===== src/rtl/memory_access_stage.sv =====
// MEM pipeline stage: issues loads, stores and RV32A atomics to the data port,
// handles lane alignment, sign extension, AMO read-modify-write and LR/SC.
module memory_access_stage (
  input  logic        clock,
  input  logic        reset,
  input  logic [31:0] mem_result,
  input  logic [31:0] mem_rs2_data_forwarded,
  input  logic [4:0]  mem_rd,
  input  logic        mem_reg_write,
  input  logic        mem_mem_write,
  input  logic        mem_mem_read,
  input  logic [2:0]  mem_mem_op_length,
  input  logic [4:0]  mem_atomic_op,
  output logic        dmem_req,
  output logic        dmem_we,
  output logic [31:0] dmem_addr,
  output logic [31:0] dmem_wdata,
  output logic [3:0]  dmem_wstrb,
  input  logic        dmem_ready,
  input  logic [31:0] dmem_rdata,
  output logic        stall,
  output logic [31:0] wb_data,
  output logic [4:0]  wb_rd,
  output logic        wb_reg_write
);

  localparam logic [4:0] ATOMIC_NO_OP = 5'd0;
  localparam logic [4:0] ATOMIC_LR    = 5'd1;
  localparam logic [4:0] ATOMIC_SC    = 5'd2;
  localparam logic [4:0] ATOMIC_SWAP  = 5'd3;
  localparam logic [4:0] ATOMIC_ADD   = 5'd4;
  localparam logic [4:0] ATOMIC_XOR   = 5'd5;
  localparam logic [4:0] ATOMIC_AND   = 5'd6;
  localparam logic [4:0] ATOMIC_OR    = 5'd7;
  localparam logic [4:0] ATOMIC_MIN   = 5'd8;
  localparam logic [4:0] ATOMIC_MAX   = 5'd9;
  localparam logic [4:0] ATOMIC_MINU  = 5'd10;
  localparam logic [4:0] ATOMIC_MAXU  = 5'd11;

  typedef enum logic [1:0] {
    IDLE       = 2'd0,
    READ_WAIT  = 2'd1,
    WRITE_WAIT = 2'd2
  } state_t;

  state_t      state_reg, state_next;
  logic [31:0] amo_old_reg, amo_old_next;
  logic        res_valid_reg, res_valid_next;
  logic [29:0] res_addr_reg, res_addr_next;

  logic is_lr, is_sc, is_amo;
  assign is_lr  = (mem_atomic_op == ATOMIC_LR);
  assign is_sc  = (mem_atomic_op == ATOMIC_SC);
  assign is_amo = (mem_atomic_op >= ATOMIC_SWAP) && (mem_atomic_op <= ATOMIC_MAXU);

  logic [1:0]  byte_sel;
  logic [31:0] rs2;
  assign byte_sel = mem_result[1:0];
  assign rs2      = mem_rs2_data_forwarded;

  // Store lanes: narrow data is replicated so the strobe alone selects the lane.
  logic [3:0]  st_strb;
  logic [31:0] st_wdata;
  always_comb begin
    st_strb  = 4'b1111;
    st_wdata = rs2;
    case (mem_mem_op_length[1:0])
      2'b00: begin
        st_strb  = 4'b0001 << byte_sel;
        st_wdata = {4{rs2[7:0]}};
      end
      2'b01: begin
        st_strb  = mem_result[1] ? 4'b1100 : 4'b0011;
        st_wdata = {2{rs2[15:0]}};
      end
      default: begin
        st_strb  = 4'b1111;
        st_wdata = rs2;
      end
    endcase
  end

  logic [7:0] rd_lane [4];
  genvar gi;
  generate
    for (gi = 0; gi < 4; gi++) begin : g_lane
      assign rd_lane[gi] = dmem_rdata[8*gi +: 8];
    end
  endgenerate

  logic [7:0]  ld_byte;
  logic [15:0] ld_half;
  logic [31:0] load_value;
  assign ld_byte = rd_lane[byte_sel];
  assign ld_half = mem_result[1] ? dmem_rdata[31:16] : dmem_rdata[15:0];

  always_comb begin
    case (mem_mem_op_length)
      3'b000:  load_value = {{24{ld_byte[7]}}, ld_byte};
      3'b001:  load_value = {{16{ld_half[15]}}, ld_half};
      3'b100:  load_value = {24'd0, ld_byte};
      3'b101:  load_value = {16'd0, ld_half};
      default: load_value = dmem_rdata;
    endcase
  end

  // New memory value for the write half of an AMO, from the word just read.
  logic [31:0] amo_result;
  always_comb begin
    case (mem_atomic_op)
      ATOMIC_SWAP: amo_result = rs2;
      ATOMIC_ADD:  amo_result = dmem_rdata + rs2;
      ATOMIC_XOR:  amo_result = dmem_rdata ^ rs2;
      ATOMIC_AND:  amo_result = dmem_rdata & rs2;
      ATOMIC_OR:   amo_result = dmem_rdata | rs2;
      ATOMIC_MIN:  amo_result = ($signed(dmem_rdata) < $signed(rs2)) ? dmem_rdata : rs2;
      ATOMIC_MAX:  amo_result = ($signed(dmem_rdata) > $signed(rs2)) ? dmem_rdata : rs2;
      ATOMIC_MINU: amo_result = (dmem_rdata < rs2) ? dmem_rdata : rs2;
      ATOMIC_MAXU: amo_result = (dmem_rdata > rs2) ? dmem_rdata : rs2;
      default:     amo_result = rs2;
    endcase
  end

  logic req_raw, we_raw, stall_raw;

  always_comb begin
    state_next     = state_reg;
    amo_old_next   = amo_old_reg;
    res_valid_next = res_valid_reg;
    res_addr_next  = res_addr_reg;
    req_raw        = 1'b0;
    we_raw         = 1'b0;
    stall_raw      = 1'b0;
    dmem_addr      = {mem_result[31:2], 2'b00};
    dmem_wdata     = st_wdata;
    dmem_wstrb     = st_strb;
    wb_data        = mem_result;

    case (state_reg)
      IDLE: begin
        if (mem_mem_write && is_sc) begin
          res_valid_next = 1'b0;
          if (res_valid_reg && (res_addr_reg == mem_result[31:2])) begin
            req_raw    = 1'b1;
            we_raw     = 1'b1;
            stall_raw  = 1'b1;
            state_next = WRITE_WAIT;
          end else begin
            wb_data = 32'd1;
          end
        end else if (mem_mem_read) begin
          req_raw    = 1'b1;
          stall_raw  = 1'b1;
          state_next = READ_WAIT;
        end else if (mem_mem_write) begin
          req_raw    = 1'b1;
          we_raw     = 1'b1;
          stall_raw  = 1'b1;
          state_next = WRITE_WAIT;
        end
      end

      READ_WAIT: begin
        stall_raw = 1'b1;
        if (dmem_ready) begin
          if (is_amo) begin
            amo_old_next = dmem_rdata;
            req_raw      = 1'b1;
            we_raw       = 1'b1;
            dmem_wdata   = amo_result;
            dmem_wstrb   = 4'b1111;
            state_next   = WRITE_WAIT;
          end else begin
            stall_raw  = 1'b0;
            wb_data    = load_value;
            state_next = IDLE;
            if (is_lr) begin
              res_valid_next = 1'b1;
              res_addr_next  = mem_result[31:2];
            end
          end
        end
      end

      WRITE_WAIT: begin
        stall_raw = 1'b1;
        if (dmem_ready) begin
          stall_raw  = 1'b0;
          state_next = IDLE;
          if (is_amo)
            wb_data = amo_old_reg;
          else if (is_sc)
            wb_data = 32'd0;
        end
      end

      default: state_next = IDLE;
    endcase
  end

  // Reset silences the port and the pipeline controls in the same cycle.
  assign dmem_req     = req_raw & ~reset;
  assign dmem_we      = we_raw & ~reset;
  assign stall        = stall_raw & ~reset;
  assign wb_rd        = mem_rd;
  assign wb_reg_write = mem_reg_write & ~stall_raw & ~reset;

  always_ff @(posedge clock) begin
    if (reset) begin
      state_reg     <= IDLE;
      amo_old_reg   <= 32'd0;
      res_valid_reg <= 1'b0;
      res_addr_reg  <= 30'd0;
    end else begin
      state_reg     <= state_next;
      amo_old_reg   <= amo_old_next;
      res_valid_reg <= res_valid_next;
      res_addr_reg  <= res_addr_next;
    end
  end

endmodule


===== config.mk =====
export PLATFORM = sky130hd
export DESIGN_NAME = memory_access_stage
export DESIGN_NICKNAME = d
export VERILOG_FILES = /design/src/rtl/memory_access_stage.sv
export SDC_FILE = /design/constraint.sdc
export NUM_CORES = 1
export LEC_CHECK = 0
export ABC_AREA = 1
export CORE_UTILIZATION = 30
export CTS_CLUSTER_DIAMETER = 60
export CTS_CLUSTER_SIZE = 16
export DETAILED_ROUTE_END_ITERATION = 10
export PLACE_DENSITY = 0.52
export SLEW_MARGIN = 30
export SYNTH_ARGS = -nofsm -noshare
export SYNTH_HDL_FRONTEND = slang
export SYNTH_SLANG_ARGS = --single-unit
export TNS_END_PERCENT = 100

===== constraint.sdc =====
create_clock -name clock -period 6.05 [get_ports clock]
set_input_delay 1.5125 -clock clock [delete_from_list [all_inputs] [get_ports clock]]
set_output_delay 1.5125 -clock clock [all_outputs]
set_load 0.02 [all_outputs]

Word-level counts from Yosys, hierarchy flattened:

Cells that the tools add are included.

* bits in registers: 65
* input port bits: 115
* logic and storage cells: 113
* output and inout port bits: 109

* bitwise operators: 12
* $lt $le $gt $ge: 7
* reductions and logical operators: 11
* multiplexer cells: 53
* shift-type cells: 1
* equal/unequal tests: 24
* add/subtract/negate cells: 1

Operator list (count)
* 32-bit 2-to-1 mux: 14
* 32-bit case mux with 8 select lines: 1
* 32-bit case mux with 4 select lines: 1
* 32-bit case mux with 3 select lines: 1
* 32-bit greater-than comparator: 2
* 32-bit < comparator: 2
* 32-bit case mux with 2 select lines: 1
* 32-bit adder: 1
* 32-bit bitwise AND: 1
* 32-bit OR: 1
* 32-bit XOR: 1
* 30-bit == test: 1
* 5-bit by 3-bit == test with 1-bit output, second input constant: 4
* 5-bit by 4-bit == test with 1-bit output, second input constant: 4
* 8-bit binary-select mux with 2-bit select: 1
* 16-bit 2-to-1 mux: 1
* 4-bit 2-to-1 mux: 4
* 8-bit 2-to-1 mux: 2
* 1-bit 2-to-1 mux: 14
* 2-bit 2-to-1 mux: 7
* 2-bit inequality test, second input constant: 5
* 4-bit case mux with 2 select lines: 1
* 4-bit AND reduction: 2
* 3-bit == test, second input constant: 2
* other kinds (23): 35

Logic depth before layout (Yosys ltp):

* depth after elaboration: 8
* gate-level depth with buffers: 22
* depth with buffers taken out: 21

Least setup slack after synthesis:

OpenSTA, ideal clock, no wires.

* kind: input to output
* from: in mem_rs2_data_forwarded[6]
* to: out dmem_wdata[21]
* data arrival time: 3.925 ns
* path slack: 0.612 ns
* stages: 19
* required time: 4.537 ns
* buffers on the path: 2
* path through: clkinv_1 ha_1 clkbuf_2 inv_1 nand2_1 nor3_2 nand2_1 nand2_1 nand2_1 nand2_1 nand2_2 nand2_4 nand2_2 buf_2 a21oi_1 o21ai_0 nand3_1 nor2_1 a21boi_0

* longest elaborated chain between the ends: 6
* elaborated cells on any way between the ends: 13
* those cells by class: 1 x add/sub; 4 x order compare; 8 x mux

RTL lines
* start: declaration: RTL line 7 `input logic [31:0] mem_rs2_data_forwarded,`
* 32-bit greater-than comparator, or another cell as far along: RTL line 119 `ATOMIC_MAXU: amo_result = (dmem_rdata > rs2) ? dmem_rdata : rs2;`
* 32-bit 2-to-1 mux, on equally long branches
* 32-bit case mux with 8 select lines (*): RTL line 110 `case (mem_atomic_op)`
* 32-bit 2-to-1 mux (*): RTL line 166 `if (is_amo) begin`
* 32-bit 2-to-1 mux (*): RTL line 165 `if (dmem_ready) begin`
* 32-bit 2-to-1 mux (*): RTL line 139 `case (state_reg)`
* end: declaration: RTL line 17 `output logic [31:0] dmem_wdata,`

Every way passes the cells marked *; elsewhere a longest branch is shown, timed or not.

Final worst setup path:

* from: in mem_rs2_data_forwarded[26]
* to: out dmem_wdata[15]

Same word-level chain as after synthesis.

==> results_dict.tcl <==
set metrics [dict create \
    power_density_nw_per_um2 144 \
    rsz0062_at_grt "true" \
    power_switching_mw 1.09 \
    ir_drop_mv 0.138 \
    crit_start "mem_rs2_data_forwarded[26]" \
    core_area_um2 36800 \
    p_leak_nw 8.48 \
    crit_required_ns 4.54 \
    cts_tree "yes" \
    wl_met3_mm 4.94 \
    die_h_um 196 \
    antenna_found_initial 0 \
    relSlewSlack 0.413 \
    drtAntennaViolNets 0 \
    setup_viol 0 \
    overflow 0 \
    area_delta_synth_final_pct 56.2 \
    dieArea_um2 38400 \
    power.internal_mw 1.44 \
    die-width_um 196 \
    final_util 0.479 \
    fill_cells 3938 \
    drv_slew 0 \
    stdcell_area_um2 17600 \
    synth-edff-count 0 \
    pre_cts_ws_ns -0.777 \
    port_buffers 211 \
    drive_gt1_frac 0.248 \
    ys_seq_area_frac 0.115 \
    path_delay_family "buffers and inverters" \
    ys.warnings.count 0 \
    holdBufCountCts 0 \
    drc 0 \
    nNetsFinal 2722 \
    grt_pass1_vias 15500 \
    combPwrFrac 0.596 \
    synth_area_um2 11300 \
    route.met2.wl_mm 28.9 \
    ys_seq_elements 65 \
    swShare 0.430 \
    endpoint_kind "output pin" \
    wl_met1_mm 30.1 \
    routabilityCongestion 1.00 \
    synth_cell_types 52 \
    path_clk_slew_ns 0.06 \
    stdcell_count 2983 \
    min-delay-start "amo_old_reg[1]" \
    period_minus_slack_ns 5.98 \
    crit_top_cell "nand3_1" \
    cts_buffers 9 \
    row_count 70 \
    top_layer "met4" \
    worst_slew_pin_slew_ns 0.880 \
    multi_input_comb_area_um2 9180 \
    ff_latch_area_um2 1300 \
    clockPowerShare 0.232 \
    ios 224 \
    hold_class "reg2reg" \
    crit_buf_inv 7 \
    pwr-share-seq 0.173 \
    timing.rr.start "state_reg[0]" \
    path_cells "clkdlybuf4s50_1, inv_2, ha_4, nor2_2, nand3_1, nor2_2, and3b_2, nand2_4, nand2_8, buf_12, clkinvlp_4, buf_6, nand2_1, nand3_1, nand3_1, nor2_1, nand4_1, nand2_1, inv_1, buf_2" \
    tns_ns 0 \
    avgSynthCellArea_um2 5.62 \
    clock_path_buffers 2 \
    crit_path_top_delay_cell "clkdlybuf4s50_1" \
    synthArstFlopShare 0 \
    clock.fmax_ghz 0.167 \
    largest_register_ffs 32 \
    cts_sinks 65 \
    clock_skew_ns 0.00462 \
    dpl.cell_count 2946 \
    setup.worst_path.class "in2out" \
    fin_ws_ns 0.0729 \
    finalWirelength_mm 66.8 \
    cap_violations 0 \
    synth_cells 2010 \
    post_drt_wl_per_cell_um 22.4 \
    crit_fanout 7 \
    vias 16500 \
    first_pass_iters 7 \
    vias_per_cell 5.52 \
    finalCritPeriodShare 0.988 \
    outcome "finished, final reports clean" \
    antenna-diode-count 0 \
    root_buffer "clkbuf_16" \
    grt_pass1_wl_mm 97.1 \
    cp-start-kind "primary input" \
    grt_start_max_net_pins 39 \
    max_stage_delay_ns 0.50 \
    clk_latency_ns 0.34 \
    place_area_um2 16400 \
    start_util 0.307 \
    worstPathArrival_ns 4.46 \
    track_usage 0.338 \
    hpwl_mm 53.2 \
    ys.flop_type "dfxtp_1" \
    cts_max_level 3 \
    hold_viol 0 \
    drt_iter0_markers 1573 \
]
[worst register-to-register path, cell delays in order (launching register included)]
cell,delay (ns)
dfxtp_1,0.36
inv_1,0.07
nor2_1,0.49
nand2_1,0.21
nor2_2,0.13
buf_4,0.37
inv_1,0.52
nor2_1,0.25
a211oi_1,0.06
[path summary, 6_finish.rpt]
kind / to / slack, ns / depth (start not counted)
setup reg to reg: res_addr_reg[15] / 3.44 / 8
setup / recovery: dmem_wdata[15] / 0.07 / 20
hold reg to reg: amo_old_reg[1] / 0.46 / 2
hold / removal: amo_old_reg[1] / 0.46 / 2
[cells in the final DEF (no fill, tap or decap), types with 11 or more instances in the layout]
cell type | netlist | final
dlymetal6s2s_1 | 0 | 47
buf_4 | 38 | 386
ha_4 | 0 | 24
nand2_1 | 538 | 517
nor3_1 | 13 | 13
o21ai_1 | 7 | 18
ha_1 | 96 | 72
buf_6 | 5 | 11
nor2_1 | 223 | 202
dfxtp_1 | 65 | 65
clkdlybuf4s50_1 | 0 | 119
dlygate4sd2_1 | 0 | 12
nor2_2 | 2 | 19
a22oi_1 | 14 | 13
buf_2 | 16 | 21
nand3_1 | 157 | 151
a21oi_2 | 0 | 16
o22ai_1 | 24 | 24
a32oi_1 | 11 | 11
a21oi_1 | 204 | 188
buf_12 | 0 | 14
nand2_2 | 4 | 19
nand4_1 | 31 | 31
o21ai_0 | 100 | 84
o221ai_1 | 21 | 21
o211ai_1 | 42 | 42
a211oi_1 | 28 | 28
xor2_1 | 11 | 11
or2_2 | 12 | 12
inv_1 | 198 | 162
inv_2 | 5 | 38
[routing by layer]
layer,global-route usage,up-vias
met4,0.119,0
met2,0.533,808
met3,0.0404,135
met1,0.470,7772
li1,-,7744
met5,0,-
[repair_timing]
item | in CTS | in global routing
setup buffers | 10 | 9
resized for setup | 204 | 177
gates cloned | 3 | 0
pin swaps | 13 | 38
setup endpoints to repair | 32 | 48
[cell families after synthesis]
logic type               after synthesis  share of synthesized area
AND/OR/NAND/NOR                      997                      0.369
AO/OA/AOI/OAI                        493                      0.263
buffers and inverters                340                      0.131
adder cells (fa/ha/maj)               97                      0.108
flip-flops                            65                      0.115
XOR/XNOR                              17                     0.0132
other                                  1                   0.000332
[final cells by class]
type / instances / share of cell area
multi-input cells: 1607 / 0.521
repair buffers: 620 / 0.309
flip-flops and latches: 65 / 0.0738
inverters: 207 / 0.0446
well taps: 468 / 0.0332
clock buffers: 10 / 0.0136
clock inverters: 6 / 0.00511
[synthesized netlist by cell type (all sizes together) (14+ instances only)]
cell type,instances,share of area
nor2,225,0.075
clkbuf,73,0.025
o21ai,107,0.047
o221ai,21,0.016
nand3,158,0.071
o211ai,42,0.028
nor3,15,0.0075
ha,96,0.11
nand4,32,0.019
a21oi,205,0.092
o22ai,24,0.013
a211oi,28,0.019
dfxtp,65,0.12
inv,203,0.068
buf,60,0.038
nand2,545,0.18
a22oi,14,0.0093
[stage by stage]
stage | hold WS [ns] | total power [mW]
6_report | 0.459 | 2.53
5_1_grt | 0.470 | 2.65
4_1_cts | 0.462 | 2.46
3_5_place_dp | 0.452 | 1.81
3_3_place_gp | 0.451 | 1.81
2_1_floorplan | 0.434 | 1.07
[power groups by stage]
stage	combinational [mW]	clock (mW)	sequential, mW
detailed placement	1.37	0	0.446
global route	1.60	0.611	0.437
CTS	1.43	0.592	0.437
floorplan	0.627	0	0.445
finish	1.51	0.586	0.437
global placement	1.37	0	0.446
Note: power is estimated with default switching activity, not from simulation.
